==> config.mk <==
export PLATFORM = sky130hd
export DESIGN_NAME = result_monitor_flat
export DESIGN_NICKNAME = d
export VERILOG_FILES = /design/src/rtl/result_monitor_pkg.sv /design/src/rtl/result_monitor_if.sv /design/src/rtl/result_monitor_ref_model.sv /design/src/rtl/result_monitor.sv /design/src/flat_wrapper.sv
export SDC_FILE = /design/constraint.sdc
export NUM_CORES = 1
export LEC_CHECK = 0
export CAP_MARGIN = 20
export CORE_MARGIN = 2
export CORE_UTILIZATION = 25
export DETAILED_ROUTE_END_ITERATION = 16
export PLACE_DENSITY_LB_ADDON = 0.25
export SLEW_MARGIN = 20
export SYNTH_ARGS = -nofsm -noshare
export SYNTH_HDL_FRONTEND = slang
export SYNTH_SLANG_ARGS = --single-unit
==> constraint.sdc <==
create_clock -name clk_dut -period 6.7 [get_ports clk_dut]
set_input_delay 0.67 -clock clk_dut [delete_from_list [all_inputs] [get_ports clk_dut]]
set_output_delay 0.67 -clock clk_dut [all_outputs]
set_load 0.03 [all_outputs]
==> src/rtl/result_monitor_pkg.sv <==
// Shared definitions for the result monitor and the stimulus driver.
package result_monitor_pkg;

  // Reference operation codes
  localparam int OP_ADD = 0;
  localparam int OP_SUB = 1;
  localparam int OP_MUL = 2;

  // One-hot monitor states
  typedef enum logic [4:0] {
    ST_IDLE   = 5'b00001,
    ST_WAIT   = 5'b00010,
    ST_SETTLE = 5'b00100,
    ST_CHECK  = 5'b01000,
    ST_DONE   = 5'b10000
  } state_t;

  // Driver reports an all-ones delay until the DUT latency has been measured.
  // Wide enough for any operand width up to 64; users slice the low bits.
  localparam logic [63:0] DELAY_UNKNOWN = '1;

endpackage

==> src/rtl/result_monitor_if.sv <==
// Handshake/result bundle between the stimulus driver (master) and the
// result monitor (slave).
interface result_monitor_if #(
  parameter int WIDTH = 32
);
  logic             i_start;
  logic [WIDTH-1:0] i_dut_delay;
  logic [WIDTH-1:0] i_check_a;
  logic [WIDTH-1:0] i_check_b;
  logic             i_sample_valid;
  logic [WIDTH-1:0] i_dut_out;
  logic             o_busy;
  logic             o_done;
  logic             o_pass;
  logic [WIDTH-1:0] o_latency;
  logic [31:0]      o_sample_count;
  logic [15:0]      o_err_count;
  logic [WIDTH-1:0] o_first_err_a;
  logic [WIDTH-1:0] o_first_err_b;
  logic [WIDTH-1:0] o_first_err_out;

  modport master (
    output i_start, i_dut_delay, i_check_a, i_check_b, i_sample_valid, i_dut_out,
    input  o_busy, o_done, o_pass, o_latency, o_sample_count, o_err_count,
           o_first_err_a, o_first_err_b, o_first_err_out
  );

  modport slave (
    input  i_start, i_dut_delay, i_check_a, i_check_b, i_sample_valid, i_dut_out,
    output o_busy, o_done, o_pass, o_latency, o_sample_count, o_err_count,
           o_first_err_a, o_first_err_b, o_first_err_out
  );
endinterface

==> src/rtl/result_monitor_ref_model.sv <==
// Combinational reference operation used to recompute the expected DUT result.
module result_monitor_ref_model
  import result_monitor_pkg::*;
#(
  parameter int WIDTH = 32,
  parameter int OP    = OP_ADD
) (
  input  logic [WIDTH-1:0] a,
  input  logic [WIDTH-1:0] b,
  output logic [WIDTH-1:0] result
);

  // Select the reference op; sub wraps naturally, and a WIDTH-wide multiply
  // yields exactly the low half of the full 2*WIDTH product.
  always_comb begin
    result = a + b;
    if (OP == OP_SUB) begin
      result = a - b;
    end else if (OP == OP_MUL) begin
      result = a * b;
    end
  end

endmodule

==> src/rtl/result_monitor.sv <==
// Scoreboard stage: waits for the DUT latency, flushes the pipeline, then
// compares every valid sample against the reference model for a fixed run.
module result_monitor
  import result_monitor_pkg::*;
#(
  parameter int WIDTH    = 32,
  parameter int OP       = OP_ADD,
  parameter int RUN_LOG2 = 16,
  parameter int SETTLE   = 4
) (
  input logic              clk_dut,
  input logic              reset_n,
  result_monitor_if.slave  bus
);

  localparam int                CNT_W       = RUN_LOG2 + 1;
  localparam logic [CNT_W-1:0]  RUN_LAST    = {1'b0, {RUN_LOG2{1'b1}}};
  localparam int                SET_W       = (SETTLE > 1) ? $clog2(SETTLE) : 1;
  localparam logic [SET_W-1:0]  SETTLE_LOAD = SET_W'(SETTLE - 1);
  localparam logic [WIDTH-1:0]  ONES        = '1;

  state_t             state;
  logic [SET_W-1:0]   settle_cnt;
  logic [CNT_W-1:0]   qual_cnt;
  logic [WIDTH-1:0]   latency;
  logic [WIDTH-1:0]   expected;
  logic               qual;
  logic               start_ok;
  logic               delay_known;

  logic               s1_valid;
  logic [WIDTH-1:0]   s1_exp;
  logic [WIDTH-1:0]   s1_out;
  logic [WIDTH-1:0]   s1_a;
  logic [WIDTH-1:0]   s1_b;

  logic [31:0]        sample_count;
  logic [15:0]        err_count;
  logic [WIDTH-1:0]   first_a;
  logic [WIDTH-1:0]   first_b;
  logic [WIDTH-1:0]   first_out;

  result_monitor_ref_model #(.WIDTH(WIDTH), .OP(OP)) u_ref (
    .a      (bus.i_check_a),
    .b      (bus.i_check_b),
    .result (expected)
  );

  assign start_ok    = bus.i_start && (state == ST_IDLE || state == ST_DONE);
  assign delay_known = (bus.i_dut_delay != DELAY_UNKNOWN[WIDTH-1:0]);
  assign qual        = (state == ST_CHECK) && bus.i_sample_valid;

  // Run sequencing: latch latency, flush for SETTLE cycles, count qualified samples
  always_ff @(posedge clk_dut or negedge reset_n) begin
    if (!reset_n) begin
      state      <= ST_IDLE;
      settle_cnt <= '0;
      qual_cnt   <= '0;
      latency    <= '0;
    end else begin
      case (state)
        ST_IDLE, ST_DONE: begin
          if (bus.i_start) begin
            state    <= ST_WAIT;
            qual_cnt <= '0;
            latency  <= '0;
          end
        end
        ST_WAIT: begin
          if (delay_known) begin
            state      <= ST_SETTLE;
            latency    <= bus.i_dut_delay;
            settle_cnt <= SETTLE_LOAD;
          end
        end
        ST_SETTLE: begin
          if (settle_cnt == '0) begin
            state <= ST_CHECK;
          end else begin
            settle_cnt <= settle_cnt - 1'b1;
          end
        end
        ST_CHECK: begin
          if (bus.i_sample_valid) begin
            qual_cnt <= qual_cnt + 1'b1;
            if (qual_cnt == RUN_LAST) begin
              state <= ST_DONE;
            end
          end
        end
        default: state <= ST_IDLE;
      endcase
    end
  end

  // Stage 1: register expected result, DUT output, operands and qualifier
  always_ff @(posedge clk_dut or negedge reset_n) begin
    if (!reset_n) begin
      s1_valid <= 1'b0;
      s1_exp   <= '0;
      s1_out   <= '0;
      s1_a     <= '0;
      s1_b     <= '0;
    end else begin
      s1_valid <= qual;
      s1_exp   <= expected;
      s1_out   <= bus.i_dut_out;
      s1_a     <= bus.i_check_a;
      s1_b     <= bus.i_check_b;
    end
  end

  // Stage 2: compare and update saturating counters; a new run start wins
  always_ff @(posedge clk_dut or negedge reset_n) begin
    if (!reset_n) begin
      sample_count <= '0;
      err_count    <= '0;
      first_a      <= ONES;
      first_b      <= ONES;
      first_out    <= ONES;
    end else if (start_ok) begin
      sample_count <= '0;
      err_count    <= '0;
      first_a      <= ONES;
      first_b      <= ONES;
      first_out    <= ONES;
    end else if (s1_valid) begin
      if (sample_count != '1) begin
        sample_count <= sample_count + 1'b1;
      end
      if (s1_exp != s1_out) begin
        if (err_count != 16'hFFFF) begin
          err_count <= err_count + 1'b1;
        end
        if (err_count == 16'h0000) begin
          first_a   <= s1_a;
          first_b   <= s1_b;
          first_out <= s1_out;
        end
      end
    end
  end

  assign bus.o_busy          = (state == ST_WAIT) || (state == ST_SETTLE) || (state == ST_CHECK);
  assign bus.o_done          = (state == ST_DONE);
  assign bus.o_pass          = (state == ST_DONE) && (err_count == 16'h0000);
  assign bus.o_latency       = latency;
  assign bus.o_sample_count  = sample_count;
  assign bus.o_err_count     = err_count;
  assign bus.o_first_err_a   = first_a;
  assign bus.o_first_err_b   = first_b;
  assign bus.o_first_err_out = first_out;

endmodule
==> src/flat_wrapper.sv <==
// flat-port wrapper written by rule: the top's interface ports become plain ports
module result_monitor_flat import result_monitor_pkg::*;
#(
  parameter int WIDTH    = 32,
  parameter int OP       = OP_ADD,
  parameter int RUN_LOG2 = 16,
  parameter int SETTLE   = 4
)
  (clk_dut, reset_n, bus_i_start, bus_i_dut_delay, bus_i_check_a, bus_i_check_b, bus_i_sample_valid, bus_i_dut_out, bus_o_busy, bus_o_done, bus_o_pass, bus_o_latency, bus_o_sample_count, bus_o_err_count, bus_o_first_err_a, bus_o_first_err_b, bus_o_first_err_out);
  result_monitor_if #(.WIDTH(WIDTH)) bus_i ();
  input logic clk_dut;
  input logic reset_n;
  input wire logic [$bits(bus_i.i_start)-1:0] bus_i_start;
  input wire logic [$bits(bus_i.i_dut_delay)-1:0] bus_i_dut_delay;
  input wire logic [$bits(bus_i.i_check_a)-1:0] bus_i_check_a;
  input wire logic [$bits(bus_i.i_check_b)-1:0] bus_i_check_b;
  input wire logic [$bits(bus_i.i_sample_valid)-1:0] bus_i_sample_valid;
  input wire logic [$bits(bus_i.i_dut_out)-1:0] bus_i_dut_out;
  output wire logic [$bits(bus_i.o_busy)-1:0] bus_o_busy;
  output wire logic [$bits(bus_i.o_done)-1:0] bus_o_done;
  output wire logic [$bits(bus_i.o_pass)-1:0] bus_o_pass;
  output wire logic [$bits(bus_i.o_latency)-1:0] bus_o_latency;
  output wire logic [$bits(bus_i.o_sample_count)-1:0] bus_o_sample_count;
  output wire logic [$bits(bus_i.o_err_count)-1:0] bus_o_err_count;
  output wire logic [$bits(bus_i.o_first_err_a)-1:0] bus_o_first_err_a;
  output wire logic [$bits(bus_i.o_first_err_b)-1:0] bus_o_first_err_b;
  output wire logic [$bits(bus_i.o_first_err_out)-1:0] bus_o_first_err_out;
  assign bus_i.i_start = bus_i_start;
  assign bus_i.i_dut_delay = bus_i_dut_delay;
  assign bus_i.i_check_a = bus_i_check_a;
  assign bus_i.i_check_b = bus_i_check_b;
  assign bus_i.i_sample_valid = bus_i_sample_valid;
  assign bus_i.i_dut_out = bus_i_dut_out;
  assign bus_o_busy = bus_i.o_busy;
  assign bus_o_done = bus_i.o_done;
  assign bus_o_pass = bus_i.o_pass;
  assign bus_o_latency = bus_i.o_latency;
  assign bus_o_sample_count = bus_i.o_sample_count;
  assign bus_o_err_count = bus_i.o_err_count;
  assign bus_o_first_err_a = bus_i.o_first_err_a;
  assign bus_o_first_err_b = bus_i.o_first_err_b;
  assign bus_o_first_err_out = bus_i.o_first_err_out;
  result_monitor #(.WIDTH(WIDTH), .OP(OP), .RUN_LOG2(RUN_LOG2), .SETTLE(SETTLE)) u_core (.clk_dut(clk_dut), .reset_n(reset_n), .bus(bus_i));
endmodule
==> metrics list <==
* Sw Ratio: 36.5%
* Busiest layer in global routing: met2
* Antenna violations before repair: 4
- The count of endpoints failing hold in the final timing report is 0.
- CP Launch Type: flop
* Critical path buffers and inverters: 2
- For the pin with the worst max-slew slack, the measured transition is 0.892 ns.
* TNS Setup: 0 ns
* Overall via count from detail_route: roughly 11000
- Total power for the finished layout comes to 7760 µW.
- The share of the Yosys chip area taken by registers is 58.3%.
- Max Cap Viol: 0
- Longest Clk Path Bufs: 3
- Critical path endpoint category: output port
* Crit path arrival time: roughly 2.8 ns
- The most used flip-flop cell after synthesis is sky130_fd_sc_hd__dfrtp_1.
* Final routed DRC violation total: 0
- TritonCTS built the clock tree.
* Final core utilization: 34.7%
* Compound-Gate Fraction of Synth Area: 10.8%
- Die ar.: 59200 µm²
* Row count: between 80 and 90
- Most area-hungry cell type in the Yosys netlist: sky130_fd_sc_hd__dfrtp_1
- Placeable Area: 56500 µm²
- Final number of setup-violating endpoints: 0
* Adder-cell share of the synthesized area: around 3.4%
* Maximum clock rate: about 290 MHz
* Vertical die dimension: 243 µm
- Clock-pin slew was measured on the worst setup and hold paths at about 0.060 ns.
* Worst setup skew after layout: about 0.012 ns
- Synthesis produced a netlist with a net count of between 1500 and 2000.
- Final worst path period need: 3.48 ns
- Post-Layout Inst Area: 19600 µm²
- Total routed wirelength: 43.5 mm
- Global-route usage over all layers: 14.5%
- After layout, the worst path uses 51.9% of the clock period.
- In this run, CTS created clock tree buffers numbering 41.
- On the worst path, the slowest cell contributes a delay of 0.75 ns.
* H-tree depth: 2
* Area share of xor/xnor cells in the synthesized design: 6.35%
- Reg power frac: 36.8%
- During placement, the flow inserted port buffers numbering just over 300.
* Drt wl/cell: approximately 17 µm
- During synthesis, Yosys emitted a total of 0 warnings.
* Post-synthesis cell type count: 64
- After detailed routing, the number of vias per cell comes to 4.53.
* Fraction of power consumed by combinational cells: between 30% and 40%
- The tightest min-delay check is of the flop to flop type.
- Detailed router's first-iteration violation count: 621
- Post-detailed-route count of antenna-violating nets: 0
* Vias in the first global route: 11511
* Largest family of logic cells by synthesized area: simple AND/OR/NAND/NOR gates
- In the synthesized netlist the async set-or-reset flop fraction comes to 100%.
- Dividing total power by cell area gives a power density of 396 nW/µm².
- Met1 capacity usage during global routing: 18.9%
- The total overflow left after global routing is 0.
- Synth area leaders: sky130_fd_sc_hd__dfrtp_1 (41%), sky130_fd_sc_hd__dfstp_2 (18%), sky130_fd_sc_hd__nor2_1 (7.1%), sky130_fd_sc_hd__a21oi_1 (4.7%), sky130_fd_sc_hd__xor2_1 (4.2%)
- The analysis attributes to cell leakage a power of roughly 0.008 µW.
- Share of synthesized cell area in and, or, nand and nor gates: around a fifth
- Post-synthesis instance area: between 10000 and 15000 µm²
- Maximum number of pins on one net before global-route repair: 193
* First-pass GRT wire length: 67.5 mm
- Data required, critical path: 6.03 ns
- Fraction of power consumed by the clock network: approximately 29%
- Setup repair after global routing left no endpoint under its margin.
- CTS saw around 330 sinks.
- IR drop worst, VDD: 0.226 mV
- Syn-to-layout area delta: 36.8%
* Post-Place Setup Slack: 3.03 ns
- Detailed placement ended at an HPWL of 31.1 mm.
* Max FO, Critical Path: 5
* Pint: roughly 5000 µW
- Global routing consumed, on the met3 layer, under 10% of the routing resources.
- Post-synthesis register bit count: 329
- Final-stage net count: ~1900
* Multiplexer fraction of the synthesized cell area: less than 1%
- Initial core utilization: 25.3%
- Count of flip-flops with a built-in enable after synthesis: 0
* Power dissipated by switching net loads: roughly 2800 µW
* Total cell area at the placement stage: 18200 µm²
* Width of the die: approximately 240 µm
- Normalized max-slew margin: 40.5%
- The flow ran to the end, and the final reports show no timing, DRC or antenna violations.
- Final number of max-transition violations: 0
* Crit-path leading delay family: buffers and inverters
- Detailed-routing iteration count for the pre-antenna-repair pass: 5
- Each instance of the synthesized netlist takes up on average 10.2 µm².
* Cell with the biggest individual delay on the critical path: sky130_fd_sc_hd__clkdlybuf4s50_1
- In the final layout, the share of cells above drive strength 1 is ~11%.
* Clock Tree Root: sky130_fd_sc_hd__clkbuf_16
- Gp weighted congestion: about 0.8
- Skew-Pair Late Insertion Delay: around 0.57 ns
- Worst Slack Setup Final: 3.22 ns
- Met2 capacity usage during global routing: 23.5%
- Crit path kind: flop to output port
* Gate count of the mapped netlist: 1408
- After synthesis, the largest area contributor takes up 40.5% of total cell area.
- Cells along the critical path: inv_1 > ha_1 > nor4b_1 > nand4_1 > nor4_1 > clkdlybuf4s50_1
* Num ports: between 300 and 400
## area by class of cell
type                            instances  area [µm²]
Multi-Input combinational cell        993        5640
Antenna cell                            3        7.51
Fill cell                            5685       36900
Timing Repair Buffer                  320        3210
Clock buffer                           61        1160
Clock inverter                         14         176
Inverter                               22        82.6
Tap cell                              756         946
Sequential cell                       329        8350
## state kept, by name, summed over array words and instances, names as in the netlist
| name | count |
|---|---|
| u_core.bus.o_first_err_a | 32 |
| u_core.bus.o_first_err_b | 32 |
| u_core.bus.o_first_err_out | 32 |
| u_core.bus.o_latency | 32 |
| u_core.bus.o_sample_count | 32 |
| u_core.s1_a | 32 |
| u_core.s1_b | 32 |
| u_core.s1_exp | 32 |
| u_core.s1_out | 32 |
| u_core.qual_cnt | 17 |
| u_core.bus.o_err_count | 16 |
| u_core.state | 5 |
| u_core.settle_cnt | 2 |
| u_core.s1_valid | 1 |
## placed cells by master, fill, tap and decap left out, drive strengths merged, types with 7 or more instances in the layout
master         Yosys  final
clkdlybuf4s50      0    309
nor2             271    271
dfrtp            232    232
a21oi            134    134
nand2            114    114
dfstp             97     97
nand3             74     74
xor2              69     69
clkbuf            44     61
o21ai             49     49
ha                37     37
nand4             35     35
xnor2             34     34
inv               22     25
nor3              21     21
nor4              16     16
o31ai             15     15
a31oi             15     15
and3              14     14
or3               10     10
buf               20     10
and4               9      9
o211ai             7      7
a211oi             7      7
## cells by family after synthesis
logic type	count (synthesis)
compound gates	260
xor+xnor	103
fa+ha+maj	38
buf+inv	86
flops	329
mux	2
simple gates	590
## per-layer routing
metal  up-vias  part of all wire, %
li1       5447                    -
met1      5515                   45
met5         -                 0.10
met2       294                   47
met4         6                  2.0
met3        59                  6.5
## worst register-to-register path, cell delays in order (launching register included)
cell and delay, ns:
sky130_fd_sc_hd__dfstp_2 0.61, sky130_fd_sc_hd__xor2_2 0.25, sky130_fd_sc_hd__and3_4 0.74, sky130_fd_sc_hd__buf_4 0.57
sky130_fd_sc_hd__o211ai_1 0.25, sky130_fd_sc_hd__nor4_1 0.36, sky130_fd_sc_hd__nand3_1 0.15, sky130_fd_sc_hd__xor2_1 0.15
sky130_fd_sc_hd__nor2_1 0.06
## final timing paths
| path | from | end | slack (ns) | depth (start not counted) |
|---|---|---|---|---|
| hold / removal | u_core.bus.o_latency[0] | u_core.bus.o_latency[0] | 0.47 | 2 |
| hold reg to reg | u_core.bus.o_latency[0] | u_core.bus.o_latency[0] | 0.47 | 2 |
| min in group asynchronous | reset_n | u_core.bus.o_sample_count[15] | 0.60 | 2 |
| setup / recovery | u_core.bus.o_err_count[0] | bus_o_pass | 3.22 | 6 |
| setup reg to reg | u_core.state[0] | u_core.qual_cnt[15] | 3.44 | 8 |
| max in group asynchronous | reset_n | u_core.bus.o_err_count[11] | 4.85 | 3 |
## cell usage after synthesis, types with 7 or more instances
master / instances
sky130_fd_sc_hd__o21ai_0: 41
sky130_fd_sc_hd__o211ai_1: 7
sky130_fd_sc_hd__and4_1: 8
sky130_fd_sc_hd__nor2_1: 271
sky130_fd_sc_hd__clkbuf_1: 44
sky130_fd_sc_hd__dfrtp_1: 232
sky130_fd_sc_hd__nand2_1: 113
sky130_fd_sc_hd__inv_1: 22
sky130_fd_sc_hd__o31ai_1: 15
sky130_fd_sc_hd__nor4_1: 16
sky130_fd_sc_hd__nand3_1: 74
sky130_fd_sc_hd__a21oi_1: 134
sky130_fd_sc_hd__a31oi_1: 15
sky130_fd_sc_hd__xnor2_1: 34
sky130_fd_sc_hd__and3_1: 13
sky130_fd_sc_hd__ha_1: 37
sky130_fd_sc_hd__nor3_1: 20
sky130_fd_sc_hd__xor2_1: 68
sky130_fd_sc_hd__buf_1: 8
sky130_fd_sc_hd__buf_2: 10
sky130_fd_sc_hd__o21ai_1: 7
sky130_fd_sc_hd__or3_1: 9
sky130_fd_sc_hd__dfstp_2: 97
sky130_fd_sc_hd__nand4_1: 35
## power groups by stage
| stage | registers [µW] | clock network, µW | logic [µW] |
|---|---|---|---|
| final | 2850 | 2220 | 2690 |
| after global routing | 2910 | 2390 | 2930 |
| after CTS | 2860 | 2300 | 2740 |
| after detailed placement | 2890 | 0 | 2730 |
| after global placement | 2880 | 0 | 2700 |
| after floorplan | 3500 | 0 | 969 |
## per-stage QoR
step | instances | hold slack [ns]
6_report | 2498 | 0.467
5_1_grt | 2495 | 0.478
4_1_cts | 2495 | 0.469
3_5_place_dp | 2419 | 0.456
3_3_place_gp | 2419 | 0.449
2_1_floorplan | 1408 | 0.374
## repair_timing
item / 4_1_cts / 5_1_grt
setup buffers: 0 / 0
hold endpoints to repair: 37 / 0
hold buffers: 1 / 0
resized for setup: 0 / 0
(Power assumes the default switching activity.)
